===== config.mk =====
export PLATFORM = sky130hd
export DESIGN_NAME = row_kernel_packer_flat
export DESIGN_NICKNAME = d
export VERILOG_FILES = /design/src/rtl/row_kernel_packer_if.sv /design/src/rtl/row_kernel_packer.sv /design/src/flat_wrapper.sv
export SDC_FILE = /design/constraint.sdc
export NUM_CORES = 1
export LEC_CHECK = 0
export CAP_MARGIN = 0
export CORE_MARGIN = 8
export CORE_UTILIZATION = 55
export DETAILED_ROUTE_END_ITERATION = 12
export GPL_TIMING_DRIVEN = 1
export PLACE_DENSITY_LB_ADDON = 0.08
export SETUP_SLACK_MARGIN = 0.05
export SLEW_MARGIN = 20
export SYNTH_ARGS = -nofsm -noshare
export SYNTH_HDL_FRONTEND = slang
export SYNTH_SLANG_ARGS = --single-unit

===== constraint.sdc =====
create_clock -name clk -period 10.08 [get_ports clk]
set_clock_uncertainty 0.05 [all_clocks]
set_input_delay 3.024 -clock clk [delete_from_list [all_inputs] [get_ports clk]]
set_output_delay 3.024 -clock clk [all_outputs]
set_load 0.03 [all_outputs]

===== src/rtl/row_kernel_packer_if.sv =====
// row_kernel_packer_if: serial beat input, downstream idle flag and packed row/kernel output of the packer
interface row_kernel_packer_if;
  logic        in_valid;
  logic [2:0]  in_pix;
  logic [2:0]  in_ker;
  logic        in_ready;
  logic        dst_idle;
  logic        out_valid;
  logic [17:0] out_row;
  logic [11:0] out_kernel;
  logic        drop;
  modport master (
    output in_valid, in_pix, in_ker, dst_idle,
    input  in_ready, out_valid, out_row, out_kernel, drop
  );
  modport slave (
    input  in_valid, in_pix, in_ker, dst_idle,
    output in_ready, out_valid, out_row, out_kernel, drop
  );
endinterface


===== src/rtl/row_kernel_packer.sv =====
// row_kernel_packer: collects a 36-beat 6x6 pixel frame plus six 2x2 kernels, then emits six packed row/kernel pairs
module row_kernel_packer (
  input logic clk,
  input logic rst_n,
  row_kernel_packer_if.slave bus
);
  typedef enum logic [1:0] {IDLE, COLLECT, WAIT, SEND} state_t;
  state_t state;
  logic [5:0] cnt;
  logic [2:0] idx;
  logic armed;
  logic accept;
  logic [2:0] row_i, col_i;
  logic [5:0][17:0] rows;
  logic [5:0][11:0] kers;
  assign bus.in_ready = (state == IDLE) || (state == COLLECT);
  assign accept = bus.in_valid && bus.in_ready;
  assign row_i = 3'(cnt / 6'd6);
  assign col_i = 3'(cnt % 6'd6);
  always_ff @(posedge clk) begin
    if (accept) begin
      rows[row_i][5'(col_i) * 5'd3 +: 3] <= bus.in_pix;
      if (cnt < 6'd24) kers[cnt[4:2]][4'(cnt[1:0]) * 4'd3 +: 3] <= bus.in_ker;
    end
  end
  // armed records a high dst_idle seen in WAIT; the send starts on the edge after
  always_ff @(posedge clk or negedge rst_n) begin
    if (!rst_n) begin
      state          <= IDLE;
      cnt            <= '0;
      idx            <= '0;
      armed          <= 1'b0;
      bus.out_valid  <= 1'b0;
      bus.out_row    <= '0;
      bus.out_kernel <= '0;
      bus.drop       <= 1'b0;
    end else begin
      bus.drop <= bus.in_valid && !bus.in_ready;
      case (state)
        IDLE: if (accept) begin
          cnt   <= cnt + 6'd1;
          state <= COLLECT;
        end
        COLLECT: if (accept) begin
          cnt   <= cnt + 6'd1;
          state <= (cnt == 6'd35) ? WAIT : COLLECT;
        end
        WAIT: if (armed) begin
          state          <= SEND;
          armed          <= 1'b0;
          idx            <= '0;
          bus.out_valid  <= 1'b1;
          bus.out_row    <= rows[0];
          bus.out_kernel <= kers[0];
        end else begin
          armed <= bus.dst_idle;
        end
        SEND: if (idx == 3'd5) begin
          state          <= IDLE;
          cnt            <= '0;
          idx            <= '0;
          bus.out_valid  <= 1'b0;
          bus.out_row    <= '0;
          bus.out_kernel <= '0;
        end else begin
          idx            <= idx + 3'd1;
          bus.out_row    <= rows[idx + 3'd1];
          bus.out_kernel <= kers[idx + 3'd1];
        end
      endcase
    end
  end
endmodule


===== src/flat_wrapper.sv =====
// flat-port wrapper written by rule: the top's interface ports become plain ports
module row_kernel_packer_flat 
  (clk, rst_n, bus_in_valid, bus_in_pix, bus_in_ker, bus_dst_idle, bus_in_ready, bus_out_valid, bus_out_row, bus_out_kernel, bus_drop);
  row_kernel_packer_if bus_i ();
  input logic clk;
  input logic rst_n;
  input wire logic [$bits(bus_i.in_valid)-1:0] bus_in_valid;
  input wire logic [$bits(bus_i.in_pix)-1:0] bus_in_pix;
  input wire logic [$bits(bus_i.in_ker)-1:0] bus_in_ker;
  input wire logic [$bits(bus_i.dst_idle)-1:0] bus_dst_idle;
  output wire logic [$bits(bus_i.in_ready)-1:0] bus_in_ready;
  output wire logic [$bits(bus_i.out_valid)-1:0] bus_out_valid;
  output wire logic [$bits(bus_i.out_row)-1:0] bus_out_row;
  output wire logic [$bits(bus_i.out_kernel)-1:0] bus_out_kernel;
  output wire logic [$bits(bus_i.drop)-1:0] bus_drop;
  assign bus_i.in_valid = bus_in_valid;
  assign bus_i.in_pix = bus_in_pix;
  assign bus_i.in_ker = bus_in_ker;
  assign bus_i.dst_idle = bus_dst_idle;
  assign bus_in_ready = bus_i.in_ready;
  assign bus_out_valid = bus_i.out_valid;
  assign bus_out_row = bus_i.out_row;
  assign bus_out_kernel = bus_i.out_kernel;
  assign bus_drop = bus_i.drop;
  row_kernel_packer u_core (.clk(clk), .rst_n(rst_n), .bus(bus_i));
endmodule

Word level (Yosys, flattened, before mapping). Index checks and enable logic that the tools add are counted. W data, S select, Z words.

Bits in registers: 224. Input bits: 10. Output and inout port bits: 33.

$add $sub $neg: 4. $mul: 2. Div/mod/pow operators: 2. Order comparisons: 6. Eq/ne operators: 10. Shift operators: 4. Mux-type cells: 32. Reduce and logical (&&, ||, !) cells: 15.

Operators with widths (count): $bwmux W108 (1); $bwmux W72 (1); $mux W18 (4); $bmux W18 S3 (1); $demux W18 S3 (1); $mux W12 (4); $bmux W12 S3 (1); $demux W12 S3 (1); $pmux W18 S2 (1); $pmux W12 S2 (1); $shift A3 B7 Y18 const A (1); $shiftx A3 B7 Y18 (1); $lt A3 B4 Y1 const B (3); $mux W6 (2); $pmux W6 S2 (1); $shift A3 B6 Y12 const A (1); $shiftx A3 B6 Y12 (1); $mux W2 (5); $ne A2 B1 Y1 const B (5); $pmux W2 S4 (1); $neg A5 Y7 (1); $add A6 B1 Y6 const B (1); $div A6 B3 Y6 const B (1); $eq A6 B6 Y1 const B (1); other kinds (23) (34).

Longest topological paths before layout.
Depth after elaboration: 7. Depth in mapped cells: 16.

Worst setup path before layout. OpenSTA, ideal clock, no wires.

Path type: input to register. Start: input port bus_in_valid. End: register u_core.rows[96] in the netlist's numbering, enable pin. Setup time: 0.374 ns. Arrival: 4.223 ns. Required time: 9.656 ns. Path slack: 5.433 ns. Stages on the path: 4. Path buffers: 1. Path through: nor2b_1 clkbuf_1 nand2_1 nor4b_1.

Word-level cells in the longest chain between the ends: 1.

RTL lines: from (decl) (RTL line flat_wrapper.sv:7) `input wire logic [$bits(bus_i.in_valid)-1:0] bus_in_valid;`; $logic_and A1 B1 Y1 (RTL line row_kernel_packer.sv:17) `assign accept = bus.in_valid && bus.in_ready;`; to (signal, indexed assignment) (RTL line row_kernel_packer.sv:22) `rows[row_i][5'(col_i) * 5'd3 +: 3] <= bus.in_pix;`; to (decl) (RTL line row_kernel_packer.sv:14) `logic [5:0][17:0] rows;`.

No other way between the ends. A chain may end at the register's enable or synchronous reset.

==> flow_summary.toml <==
[setup_path]
timing.reg2reg.setup_slack_ps = 4920
r2r_end = "u_core.rows[54]"
cp_max_fo = 37
regToRegStartpoint = "u_core.cnt[0]"
worst_r2r_path_depth = 14
critPathCapture = "bus_in_ready"
end_kind = "output pin"
critPathArrivalTime_ps = 2300
cp_data_required_time_ps = 7010
start_kind = "flop"
critical_path_class = "flop to output pin"

[sta]
slew_headroom_pct = 32.7
finalSetupTns_ps = 0
setup_slack_ps = 4700
period_share_pct = 53.4
setup_viol = 0
period_minus_slack_ps = 5380
slew_violations = 0
worst_pin_slew_ps = 1010
final-hold-violation-count = 0
rsz0062_at_grt = "no"
timing.fmax_ghz = 0.186

[logic_synthesis]
synthFlopType = "edfxtp_1"
synth.distinct_cells = 64
syn-num-nets = 784
avgSynthCellArea_sq_um = 13.6
seq_area_frac_synth_pct = 62.6
ys_ff_latch = 224
synthArstFlopShare_pct = 19.6
synth_warnings = 0
synthCells = 764
synth_edf_count = 180
syn_area_sq_um = 10400

[placed_design]
place_ws_ps = 4700
portBuffers = 42
dp_cells = 997
dp_hpwl_microns = 15800
gp_congestion = 0.896
placed_area_sq_um = 11000

[clocking]
cts_inserted_buffers = 23
clockBufferDepth = 3
cts-root-buf = "clkbuf_16"
clkSinkCount = 224
cts_resized = 0
hold_buffers = 0
htreeDepth = 1
clk_pin_slew_ps = 60
post_cts_buffers = 0
cts_tree = "yes"
clock_latency_ps = 510

[floorplan]
io_pins = 43
die_w_microns = 153
die_area_sq_um = 23500
start_util_pct = 55.7
dieHeight_microns = 153
num_rows = 50
core_area_sq_um = 18600

[global_route]
met2_usage_pct = 33.3
grt_util_met1_pct = 28.9
grt_usage_pct = 20.6
grt_util_met3_pct = 3.52
grt_pass1_vias = 6705
grt_start_max_net_pins = 70
antenna_found_initial = 0
grt_pass1_wl_microns = 38100
busiest_layer = "met2"
overflow = 0

[finish]
drive_gt1_share_pct = 11.8
nets = 808
num_antenna_cells = 0
stdcell_area_sq_um = 11700
n_fill_cell = 1427
final_cells = 1038
area_delta_synth_final_pct = 12.7

[drt]
post-route-drc-count = 0
drt-vias-per-instance = 6.30
ant_nets = 0
wire_per_inst_microns = 23.2
drtIter0Drc = 643
vias = 6544
wl_microns = 24000
dr.pass1.iters = 6

[flow_run]
drv_cap = 0

[pwr]
leakage_nw = 4.19
power_per_cell_area_nw_per_um2 = 332
post-layout-total-power_w = 0.00389
ir_drop_v = 0.000343

[hold_path]
hold_class = "flop to flop"

[run_status]
status = "finished, final reports clean"
## stage by stage
step	hold WS, ps	utilization [%]
finish	456	62.8
CTS	460	62.8
detailed placement	447	58.9
global route	474	62.8
floorplan	495	-
global placement	440	58.7
## cells in the final DEF, fill, tap and decap left out, drive strengths merged, types with 4 or more instances in the layout
cell	count
edfxtp	180
nor2	82
dfrtp	44
inv	42
clkdlybuf4s50	41
a21oi	40
mux2i	32
a311o	31
mux4	30
o22a	30
clkbuf	28
nand2	26
and3	21
nor3	18
and2	14
buf	13
o21ai	12
ha	10
clkinv	9
nand2b	8
xnor2	8
nor3b	7
nor2b	6
nand3	6
nor4b	6
xor2	4
a211oi	4
or3	4
## registers in the layout (all words and copies together) (netlist names), named ones only
register and flops:
u_core.bus.out_row 18, u_core.kers 72, u_core.cnt 6, u_core.idx 3, u_core.bus.out_kernel 12, u_core.armed 1
u_core.bus.drop 1, u_core.state 1, u_core.bus.out_valid 1, u_core.rows 108
## area by class of cell
cell class                 instances  area [sq um]  share of cell area (%)
timing repair buffer              54           526                    4.49
sequential                       224          6510                    55.6
inverter                          41           154                    1.31
tap                              234           293                    2.50
clock inverter                    13           124                    1.06
clock buffer                      28           604                    5.16
multi-input combinational        444          3490                    29.8
## kinds of logic (layout without fill, tap and decap cells)
group | Yosys count | count (layout) | synth area share [%]
mux | 65 | 65 | 9.91
buf+inv | 96 | 136 | 3.95
xor+xnor | 12 | 12 | 1.08
compound gates | 140 | 140 | 10.2
flops | 224 | 224 | 62.6
fa+ha+maj | 10 | 10 | 1.20
simple gates | 217 | 217 | 11.0
## critical path, cell delays in order, from the launching register on
cell and delay [ps]:
dfrtp_1 490, inv_2 80, buf_4 450, clkdlybuf4s50_1 780
## cells in the mapped netlist (7+ instances only)
library cell	n	area, sq um
mux4_2	30	676
dfrtp_1	44	1100
nor2_1	82	308
buf_2	15	75.1
nand2b_1	7	43.8
and2_1	14	87.6
edfxtp_1	180	5410
ha_1	10	125
mux2i_1	32	320
a311o_1	31	310
nand2_1	25	93.8
inv_1	40	150
clkbuf_1	32	120
o22a_1	30	263
a21oi_1	40	200
and3_1	21	131
nor3b_1	7	52.6
xnor2_1	7	61.3
o21ai_0	11	55.1
nor3_1	17	85.1
## where the power goes
group	switching (W)	internal (W)	total [W]	leakage, nW
combinational	0.00101	0.000661	0.00167	1.65
sequential	0.000166	0.00123	0.00140	2.19
clock	0.000340	0.000479	0.000819	0.355
total	0.00152	0.00237	0.00389	4.19
## how the worst min path moves through the flow
stage / startpoint / endpoint / slack, ps / cells after the start
after CTS: u_core.bus.out_row[7] / u_core.bus.out_row[7] / 460 / 1
after global routing: u_core.bus.out_row[8] / u_core.bus.out_row[8] / 470 / 1
after global placement: u_core.bus.out_row[9] / u_core.bus.out_row[9] / 440 / 1
after floorplan: u_core.idx[1] / u_core.idx[1] / 500 / 2
final: u_core.bus.out_kernel[2] / u_core.bus.out_kernel[2] / 460 / 1
after detailed placement: u_core.bus.out_kernel[2] / u_core.bus.out_kernel[2] / 450 / 1
## routing by layer
layer	routed length, microns	vias to the layer above
li1	-	2960
met5	0	-
met2	11300	221
met3	1600	28
met1	10800	3335
met4	360	0
Note: power is estimated with default switching activity, not from simulation.
